**config.mk**
```make
export PLATFORM = sky130hd
export DESIGN_NAME = interrupt_dispatcher
export DESIGN_NICKNAME = d
export VERILOG_FILES = /design/src/rtl/intr_pkg.sv /design/src/rtl/intr_prio_sel.sv /design/src/rtl/interrupt_dispatcher.sv
export SDC_FILE = /design/constraint.sdc
export NUM_CORES = 1
export LEC_CHECK = 0
export ABC_AREA = 0
export CAP_MARGIN = 5
export CORE_ASPECT_RATIO = 0.5
export CORE_UTILIZATION = 50
export CTS_CLUSTER_DIAMETER = 150
export DETAILED_ROUTE_END_ITERATION = 8
export PLACE_DENSITY_LB_ADDON = 0.1
export SLEW_MARGIN = 10
export SYNTH_ARGS = -nofsm -noshare
export SYNTH_HDL_FRONTEND = slang
export SYNTH_HIERARCHICAL = 1
export SYNTH_SLANG_ARGS = --single-unit
```
**constraint.sdc**
```tcl
create_clock -name CLK -period 4.7 [get_ports CLK]
set_input_delay 0.94 -clock CLK [delete_from_list [all_inputs] [get_ports CLK]]
set_output_delay 0.94 -clock CLK [all_outputs]
set_load 0.05 [all_outputs]
```
**src/rtl/intr_pkg.sv**
```systemverilog
// Shared types and constants for the interrupt dispatcher: FSM states, source
// count/width, clear-code field positions and the handler address helper.
package intr_pkg;

  localparam int N_SRC = 8;
  localparam int ID_W  = 3;

  localparam int CLR_W       = 4;
  localparam int CLR_STB_BIT = 3;
  localparam int CLR_IDX_MSB = 2;
  localparam int CLR_IDX_LSB = 0;

  typedef enum logic [1:0] {
    ST_IDLE    = 2'd0,
    ST_REQ     = 2'd1,
    ST_CLEAR   = 2'd2,
    ST_SERVICE = 2'd3
  } state_t;

  // Handler address, 16-bit unsigned with natural wrap-around.
  function automatic logic [15:0] vec_addr(input logic [15:0] base,
                                           input logic [15:0] stride,
                                           input logic [ID_W-1:0] id);
    return base + stride * {{(16-ID_W){1'b0}}, id};
  endfunction

endpackage

```
**src/rtl/intr_prio_sel.sv**
```systemverilog
// Combinational 8-to-3 priority picker: first set bit at or after ptr, wrapping 7->0.
// Zero latency; valid is low when no request bit is set.
module intr_prio_sel
  import intr_pkg::*;
(
  input  logic [N_SRC-1:0] req,
  input  logic [ID_W-1:0]  ptr,
  output logic [ID_W-1:0]  id,
  output logic             valid
);

  logic [ID_W-1:0] idx;

  always_comb begin
    valid = 1'b0;
    id    = '0;
    idx   = '0;
    for (int i = 0; i < N_SRC; i++) begin
      idx = ptr + ID_W'(i);
      if (!valid && req[idx]) begin
        valid = 1'b1;
        id    = idx;
      end
    end
  end

endmodule

```
**src/rtl/interrupt_dispatcher.sv**
```systemverilog
// Masks pending interrupts, picks one, runs REQ/ACK then a one-cycle clear, holds until INT_DONE.
// 1 cycle from eligible PENDING to INT_REQ; optional ROUND_ROBIN_EN rotates the search start.
module interrupt_dispatcher
  import intr_pkg::*;
#(
  parameter logic [15:0] VEC_BASE   = 16'h0100,
  parameter logic [15:0] VEC_STRIDE = 16'h0010
) (
  input  logic             CLK,
  input  logic             RST_N,
  input  logic [N_SRC-1:0] PENDING,
  input  logic [N_SRC-1:0] MASK,
  input  logic             INT_EN,
  input  logic             INT_ACK,
  input  logic             INT_DONE,
  output logic             INT_REQ,
  output logic [ID_W-1:0]  INT_ID,
  output logic [15:0]      INT_VECTOR,
  output logic [CLR_W-1:0] CLR_OUT,
  output logic             BUSY
);

  state_t          state_q, state_d;
  logic [ID_W-1:0] id_q;
  logic [15:0]     vec_q;
  logic [N_SRC-1:0] eligible;
  logic [ID_W-1:0] ptr;
  logic [ID_W-1:0] sel_id;
  logic            sel_vld;
  logic            latch_en;

  assign eligible = PENDING & MASK & {N_SRC{INT_EN}};

`ifdef ROUND_ROBIN_EN
  logic [ID_W-1:0] ptr_q;

  // Search resumes just past the source that most recently completed.
  always_ff @(posedge CLK or negedge RST_N) begin
    if (!RST_N) begin
      ptr_q <= '0;
    end else if (state_q == ST_SERVICE && INT_DONE) begin
      ptr_q <= id_q + ID_W'(1);
    end
  end

  assign ptr = ptr_q;
`else
  assign ptr = '0;
`endif

  intr_prio_sel u_prio_sel (
    .req   (eligible),
    .ptr   (ptr),
    .id    (sel_id),
    .valid (sel_vld)
  );

  always_ff @(posedge CLK or negedge RST_N) begin
    if (!RST_N) begin
      state_q <= ST_IDLE;
      id_q    <= '0;
      vec_q   <= VEC_BASE;
    end else begin
      state_q <= state_d;
      if (latch_en) begin
        id_q  <= sel_id;
        vec_q <= vec_addr(VEC_BASE, VEC_STRIDE, sel_id);
      end
    end
  end

  always_comb begin
    state_d  = state_q;
    latch_en = 1'b0;
    INT_REQ  = 1'b0;
    CLR_OUT  = '0;
    BUSY     = 1'b1;
    case (state_q)
      ST_IDLE: begin
        BUSY = 1'b0;
        if (sel_vld) begin
          latch_en = 1'b1;
          state_d  = ST_REQ;
        end
      end
      ST_REQ: begin
        INT_REQ = 1'b1;
        if (INT_ACK) state_d = ST_CLEAR;
      end
      ST_CLEAR: begin
        CLR_OUT[CLR_STB_BIT]             = 1'b1;
        CLR_OUT[CLR_IDX_MSB:CLR_IDX_LSB] = id_q;
        state_d                          = ST_SERVICE;
      end
      ST_SERVICE: begin
        if (INT_DONE) state_d = ST_IDLE;
      end
      default: state_d = ST_IDLE;
    endcase
  end

  assign INT_ID     = id_q;
  assign INT_VECTOR = vec_q;

endmodule
```
==> run summary, run 1 <==
Total global-route track usage = 21.0%
Crit path capture type = register
FMAX = 265 MHz
Clk sinks = 5
Sequential share of the synthesized area = 8.02%
Worst Hold Depth = 1
Fill count = 231
First-pass GRT wire length = 5560 um
Pre-antenna DRT Iters = 4
Tcrit/Tclk final = 80.3%
Vias/cell = 5.96
Required @ worst endpoint = 4.79 ns
Layout Area Growth over Synthesis = 18.4%
Net count reported at finish = 231
Top post-synthesis cells by count = buf_4 (16), inv_1 (13), nand2_1 (12), nor2_1 (12), and3_1 (11)
DRT antenna net count = 0
Top post-synthesis cells by area = mux4_2 (14%), mux4_1 (8.4%), dfrtp_1 (8.0%)
Hold Crit Class = reg -> reg
Critical Path Source Type = primary input
CTS Buffer Depth = 2
CP max FO = 10
Pwr Total = 678 uW
Final Hold Fails = 0
Syn Inst Count = 174
Final min period = 3.78 ns
Ant diodes = 0
CTS root buf = clkbuf_8
Most frequent cell after synthesis = buf_4
Die ar. = 0.00336 sq mm
RD Place Congestion = 0.874
TritonCTS Buffers = 3
CP arrival = 3.87 ns
Clk slew on worst S/H paths = 0.03 ns
Hold_sp = INT_VECTOR[4]
Asr flop ratio synth = 100%
CTS tree = done
Reg-to-Reg Start = state_q[0]
Post-Route WL = 3410 um
Kind of critical path = in -> reg
Ports = 46
YS warnings = 6
Row cnt = 13
Starting Density = 56.4%
Port Buffer Count = 32
Post-layout util = 66.8%
Synth unique cells = 51
CTS-repair resized insts = 0
DP HPWL = 2640 um
Dpl cell area = 0.00180 sq mm
Routed wire per std cell = 14.3 um
Number of setup violations in the final report = 0
Worst rel slew slack = 65.9%
M3 GR Usage = 3.30%
Post-Route Skew = 0.00138 ns
Met1 usage = 29.2%
Max Cap Violations = 0
H-tree Lvls = 1
Gr busiest metal = met2
Post-CTS Setup Bufs = 0
Final Hold Slack = 0.549 ns
LEAKAGE = 0.816 nW
Die Span Y = 41.5 um
Layout cells sized above 1 = 13.9%
Core area = 0.00277 sq mm
Most used DFF post-synth = dfrtp_1
Number of global-route vias before repair = 1,204
Status = completed
Slew Limit Fails = 0
Met2 usage in global routing = 34.6%
Pwr dens = 367 mW/mm^2
Most area-hungry cell type in the Yosys netlist = mux4_2
Initial DRC Count = 101
Peak supply drop = 0.000393 V
Post-route cell area = 0.00185 sq mm
R2r endpoint = state_q[1]
Top cell type's share of synthesized area = 14.4%
Initial antenna violation count = 0
Mapped Avg Cell Area = 8.97 sq um
Skew-Pair Late Insertion Delay = 0.22 ns
#FFs+latches synth = 5
Setup total negative slack = 0 ns
Die X = 81 um
Slew @ Worst Pin = 0.499 ns
Vias = 1,425
RSZ-0062 raised after global routing = no
Post-synth EDFFs = 0
Grt ovf = 0
Hold buffer count at cts = 0
DRC viols = 0
Worst R2R Setup Slack = 3.00 ns
Pin count of the biggest net entering global routing = 20
Synth Cell Area = 0.00156 sq mm
WHS Endpoint = INT_VECTOR[4]
R2R depth = 4
power breakdown:
part / internal (mW) / leakage, nW / switching [mW]
sequential: 0.0660 / 0.0607 / 0.0198
clock: 0.0581 / 0.0228 / 0.0195
combinational: 0.192 / 0.733 / 0.322
total: 0.316 / 0.816 / 0.361
area by class of cell:
cell class / count / area (sq um) / area share (%)
timing repair buffer: 32 / 320 / 17.3
sequential: 5 / 125 / 6.77
clock buffer: 4 / 45.0 / 2.44
tap: 37 / 46.3 / 2.51
multi-input combinational: 147 / 1260 / 68.1
inverter: 14 / 52.6 / 2.84
through the flow:
step / std cells / setup slack [ns]
floorplan: 191 / 1.57
finish: 239 / 0.924
detailed placement: 235 / 0.692
CTS: 239 / 0.922
global route: 239 / 0.734
global placement: 235 / 0.860
worst max-delay path by stage:
stage                     startpoint    endpoint  cells after the start
after global routing          INT_EN  state_q[1]                     11
final                         INT_EN  state_q[1]                     11
after floorplan           PENDING[5]  state_q[1]                      9
after global placement        INT_EN  state_q[1]                     11
after CTS                     INT_EN  state_q[1]                     11
after detailed placement      INT_EN  state_q[1]                     11
routing by layer:
layer,vias up,routed length [um]
li1,679,-
met1,647,1520
met2,95,1540
met3,4,319
met4,0,34
met5,-,0
layout by cell type, fill, tap and decap left out, types with 2 or more instances in the layout:
cell              n
nand2_1          12
mux4_2           10
nor2b_1           2
a21oi_1           8
a21o_1            2
ha_1              7
clkbuf_8          3
mux4_1            5
and2_1            3
dfrtp_1           5
and3_1           11
nor2_1           12
nor4_1            2
a31oi_1           2
mux2i_1           7
a2111oi_0         2
conb_1           19
mux2_4            2
mux2_2            6
xor2_1            2
clkdlybuf4s50_1  32
a22oi_1           2
o311a_1           2
o21ai_0           6
inv_1            13
sequential cells by signal, indices dropped and copies added, names as in the netlist:
name	cells
INT_VECTOR	3
state_q	2
logic make-up after synthesis:
logic type,synth area share (%)
DFF,8.02
muxes,35.8
AOI/OAI and AO/OA,17.5
buffers and inverters,15.4
xor gates and xnor gates,1.68
and+or+nand+nor,15.6
adders and majority gates,5.61
other,0.481
critical path, cell delays in order:
cell	delay [ns]
clkdlybuf4s50_1	0.55
and3_1	0.35
nor2b_1	0.17
a2111oi_0	0.07
o41a_1	0.41
o21ai_2	0.26
nor3_2	0.11
nand2_1	0.09
inv_1	0.05
a222oi_1	0.48
mux2_1	0.38
Power figures use the tool's default switching activity.
==> run 2, diff against run 1 <==
--- a/config.mk
+++ b/config.mk
@@ -8,7 +8,7 @@
 export ABC_AREA = 0
 export CAP_MARGIN = 5
 export CORE_ASPECT_RATIO = 0.5
-export CORE_UTILIZATION = 50
+export CORE_UTILIZATION = 44
 export CTS_CLUSTER_DIAMETER = 150
 export DETAILED_ROUTE_END_ITERATION = 8
 export PLACE_DENSITY_LB_ADDON = 0.1
==> constraint.sdc (replaced) <==
create_clock -name CLK -period 3.3 [get_ports CLK]
set_input_delay 0.66 -clock CLK [delete_from_list [all_inputs] [get_ports CLK]]
set_output_delay 0.66 -clock CLK [all_outputs]
set_load 0.05 [all_outputs]
==> run 2 against run 1 <==
Critical path depth did not move. Count of clock-buffer cells in the layout shrank 1. Combinational power increased by 49%. Via count is 5.7% higher. Power is 48% higher. Design area up 7.3%. Critical path type unchanged. Critical endpoint is now INT_VECTOR[5].
==> run summary, run 2 (same netlist as run 1, synthesis figures left out) <==
Final Hold Fails = 0 (unchanged)
CP arrival = 3.18 ns (was 3.87 ns)
DP HPWL = 3040 um (was 2640 um)
CTS-repair resized insts = 0 (unchanged)
Clk slew on worst S/H paths = 0.04 ns (was 0.03 ns)
H-tree Lvls = 1 (unchanged)
RD Place Congestion = 0.830 (was 0.874)
Most common cell after layout, fill and taps aside = clkdlybuf4s50_1 (unchanged)
DRC viols = 0 (unchanged)
Pre-antenna DRT Iters = 4 (unchanged)
Fill count = 283 (was 231)
Crit path capture type = register (unchanged)
Most frequent cells in the layout = clkdlybuf4s50_1 (32), conb_1 (19), buf_4 (16) (was clkdlybuf4s50_1 (32), conb_1 (19), inv_1 (13))
CTS tree = done (unchanged)
Layout Area Growth over Synthesis = 27.1% (was 18.4%)
Row cnt = 14 (was 13)
Die ar. = 0.00380 sq mm (was 0.00336 sq mm)
Pin count of the biggest net entering global routing = 20 (unchanged)
Port Buffer Count = 32 (unchanged)
Core area = 0.00319 sq mm (was 0.00277 sq mm)
Internal = 474 uW (was 316 uW)
Reg-to-Reg Start = state_q[0] (unchanged)
CP max FO = 8 (was 10)
RSZ-0062 raised after global routing = no (unchanged)
TritonCTS Buffers = 3 (unchanged)
Initial antenna violation count = 0 (unchanged)
Hold Crit Class = reg -> reg (unchanged)
DP Worst Slack = -0.0185 ns (was 0.692 ns)
First-pass GRT wire length = 6660 um (was 5560 um)
Slowest stage delay, CP = 0.54 ns (was 0.55 ns)
Hold_sp = INT_VECTOR[5] (was INT_VECTOR[4])
Post-Route Skew = 0.00154 ns (was 0.00138 ns)
Initial DRC Count = 122 (was 101)
Routed wire per std cell = 14.7 um (was 14.3 um)
Pwr dens = 507 mW/mm^2 (was 367 mW/mm^2)
Peak supply drop = 0.000218 V (was 0.000393 V)
CTS Buffer Depth = 2 (unchanged)
Clk sinks = 5 (unchanged)
LEAKAGE = 0.901 nW (was 0.816 nW)
Worst rel slew slack = 63.4% (was 65.9%)
CTS root buf = clkbuf_8 (unchanged)
Top Family by Delay on Critical Path = multiplexers (was compound AO/OA/AOI/OAI gates)
Slew @ Worst Pin = 0.535 ns (was 0.499 ns)
Final min period = 3.07 ns
Largest register FFs = 3 (unchanged)
Slew Limit Fails = 0 (unchanged)
Critical Path Source Type = primary input (unchanged)
CP max-delay cell = mux4_1 (was clkdlybuf4s50_1)
Ant diodes = 0 (unchanged)
Grt ovf = 0 (unchanged)
Die X = 86.2 um (was 81 um)
Tcrit/Tclk final = 93.1%
Sw power = 532 uW (was 361 uW)
Ports = 46 (unchanged)
Vias/cell = 5.66 (was 5.96)
Number of global-route vias before repair = 1,424 (was 1,204)
CP startpoint = INT_EN (unchanged)
Setup ws final = 0.227 ns (was 0.924 ns)
Top cell by count, worst path = nor2_1
Layout cells sized above 1 = 20.6% (was 13.9%)
Total global-route track usage = 22.4% (was 21.0%)
Pwr Total = 1.01 mW (was 678 uW)
Max Cap Violations = 0 (unchanged)
Net count reported at finish = 247 (was 231)
Clock group share of total power = 11.6% (was 11.4%)
Post-CTS Setup Bufs = 0 (unchanged)
CP cell instances = clkdlybuf4s50_1, and3_1, mux4_1, nor2_1, o41a_1, o21ai_2, buf_4, nor2_1, o311a_1, a31oi_1, mux2_2 (was clkdlybuf4s50_1, and3_1, nor2b_1, a2111oi_0, o41a_1, o21ai_2, nor3_2, nand2_1, inv_1, a222oi_1, mux2_1)
Sequential power share = 12.3% (was 12.7%)
Vias = 1,506 (was 1,425)
Kind of critical path = in -> reg (unchanged)
Hold buffer count at cts = 0 (unchanged)
Sw Ratio = 52.9% (was 53.3%)
Post-Route WL = 3920 um (was 3410 um)
Starting Density = 48.9% (was 56.4%)
Required @ worst endpoint = 3.41 ns (was 4.79 ns)
Number of setup violations in the final report = 0 (unchanged)
Final Hold Slack = 0.550 ns (was 0.549 ns)
Die Span Y = 44.1 um (was 41.5 um)
Skew-Pair Late Insertion Delay = 0.23 ns (was 0.22 ns)
FMAX = 325 MHz
Buf/Inv on CP = 2 (unchanged)
Combinational share of power = 76.1% (was 75.9%)
DRT antenna net count = 0 (unchanged)
Status = completed (unchanged)
run 2: changes by cell type in the layout (fill, tap and decap cells not counted):
| cell | previous run | this run |
|---|---|---|
| buf_4 | 0 | 16 |
| clkbuf_1 | 1 | 0 |
| clkinv_2 | 0 | 1 |
run 2: final cells by class:
cell class | count | area (sq um) | area share [%]
timing repair buffer | 48 | 440 | 22.2
sequential | 5 | 125 | 6.31
clock inverter | 1 | 5.00 | 0.252
clock buffer | 3 | 41.3 | 2.08
tap | 48 | 60.1 | 3.03
multi-input combinational | 147 | 1260 | 63.5
inverter | 14 | 52.6 | 2.65
run 2: final timing paths:
| check | endpoint | slack [ns] | depth (start not counted) |
|---|---|---|---|
| max | INT_VECTOR[5] | 0.23 | 11 |
| min | INT_VECTOR[5] | 0.55 | 1 |
| max reg2reg | state_q[1] | 1.65 | 4 |
| min reg2reg | INT_VECTOR[5] | 0.55 | 1 |
| max in group asynchronous | state_q[0] | 2.45 | 1 |
| min in group asynchronous | INT_VECTOR[4] | 0.66 | 1 |
run 2: per-stage QoR:
step                      utilization (%)  std cells  setup TNS, ns  cell area, sq um
after floorplan                         -        191              0              1620
after global placement               60.8        262              0              1940
after detailed placement             60.8        262        -0.0185              1940
after global routing                 62.2        266              0              1980
final                                62.2        266              0              1980
after CTS                            62.2        266              0              1980
run 2: metal layers:
metal | global-route usage [%] | wire (um) | vias up
met4 | 4.67 | 35 | 0
met2 | 42.7 | 1890 | 81
met3 | 2.43 | 294 | 5
met1 | 28.1 | 1710 | 705
li1 | - | - | 715
met5 | 0 | 0 | -
run 2: power groups by stage:
| stage | Combinational (mW) | Sequential [mW] | Clock (mW) |
|---|---|---|---|
| after floorplan | 0.518 | 0.177 | 0 |
| after global placement | 0.742 | 0.120 | 0 |
| after detailed placement | 0.755 | 0.125 | 0 |
| after CTS | 0.756 | 0.124 | 0.122 |
| after global routing | 0.815 | 0.130 | 0.126 |
| final | 0.766 | 0.123 | 0.117 |
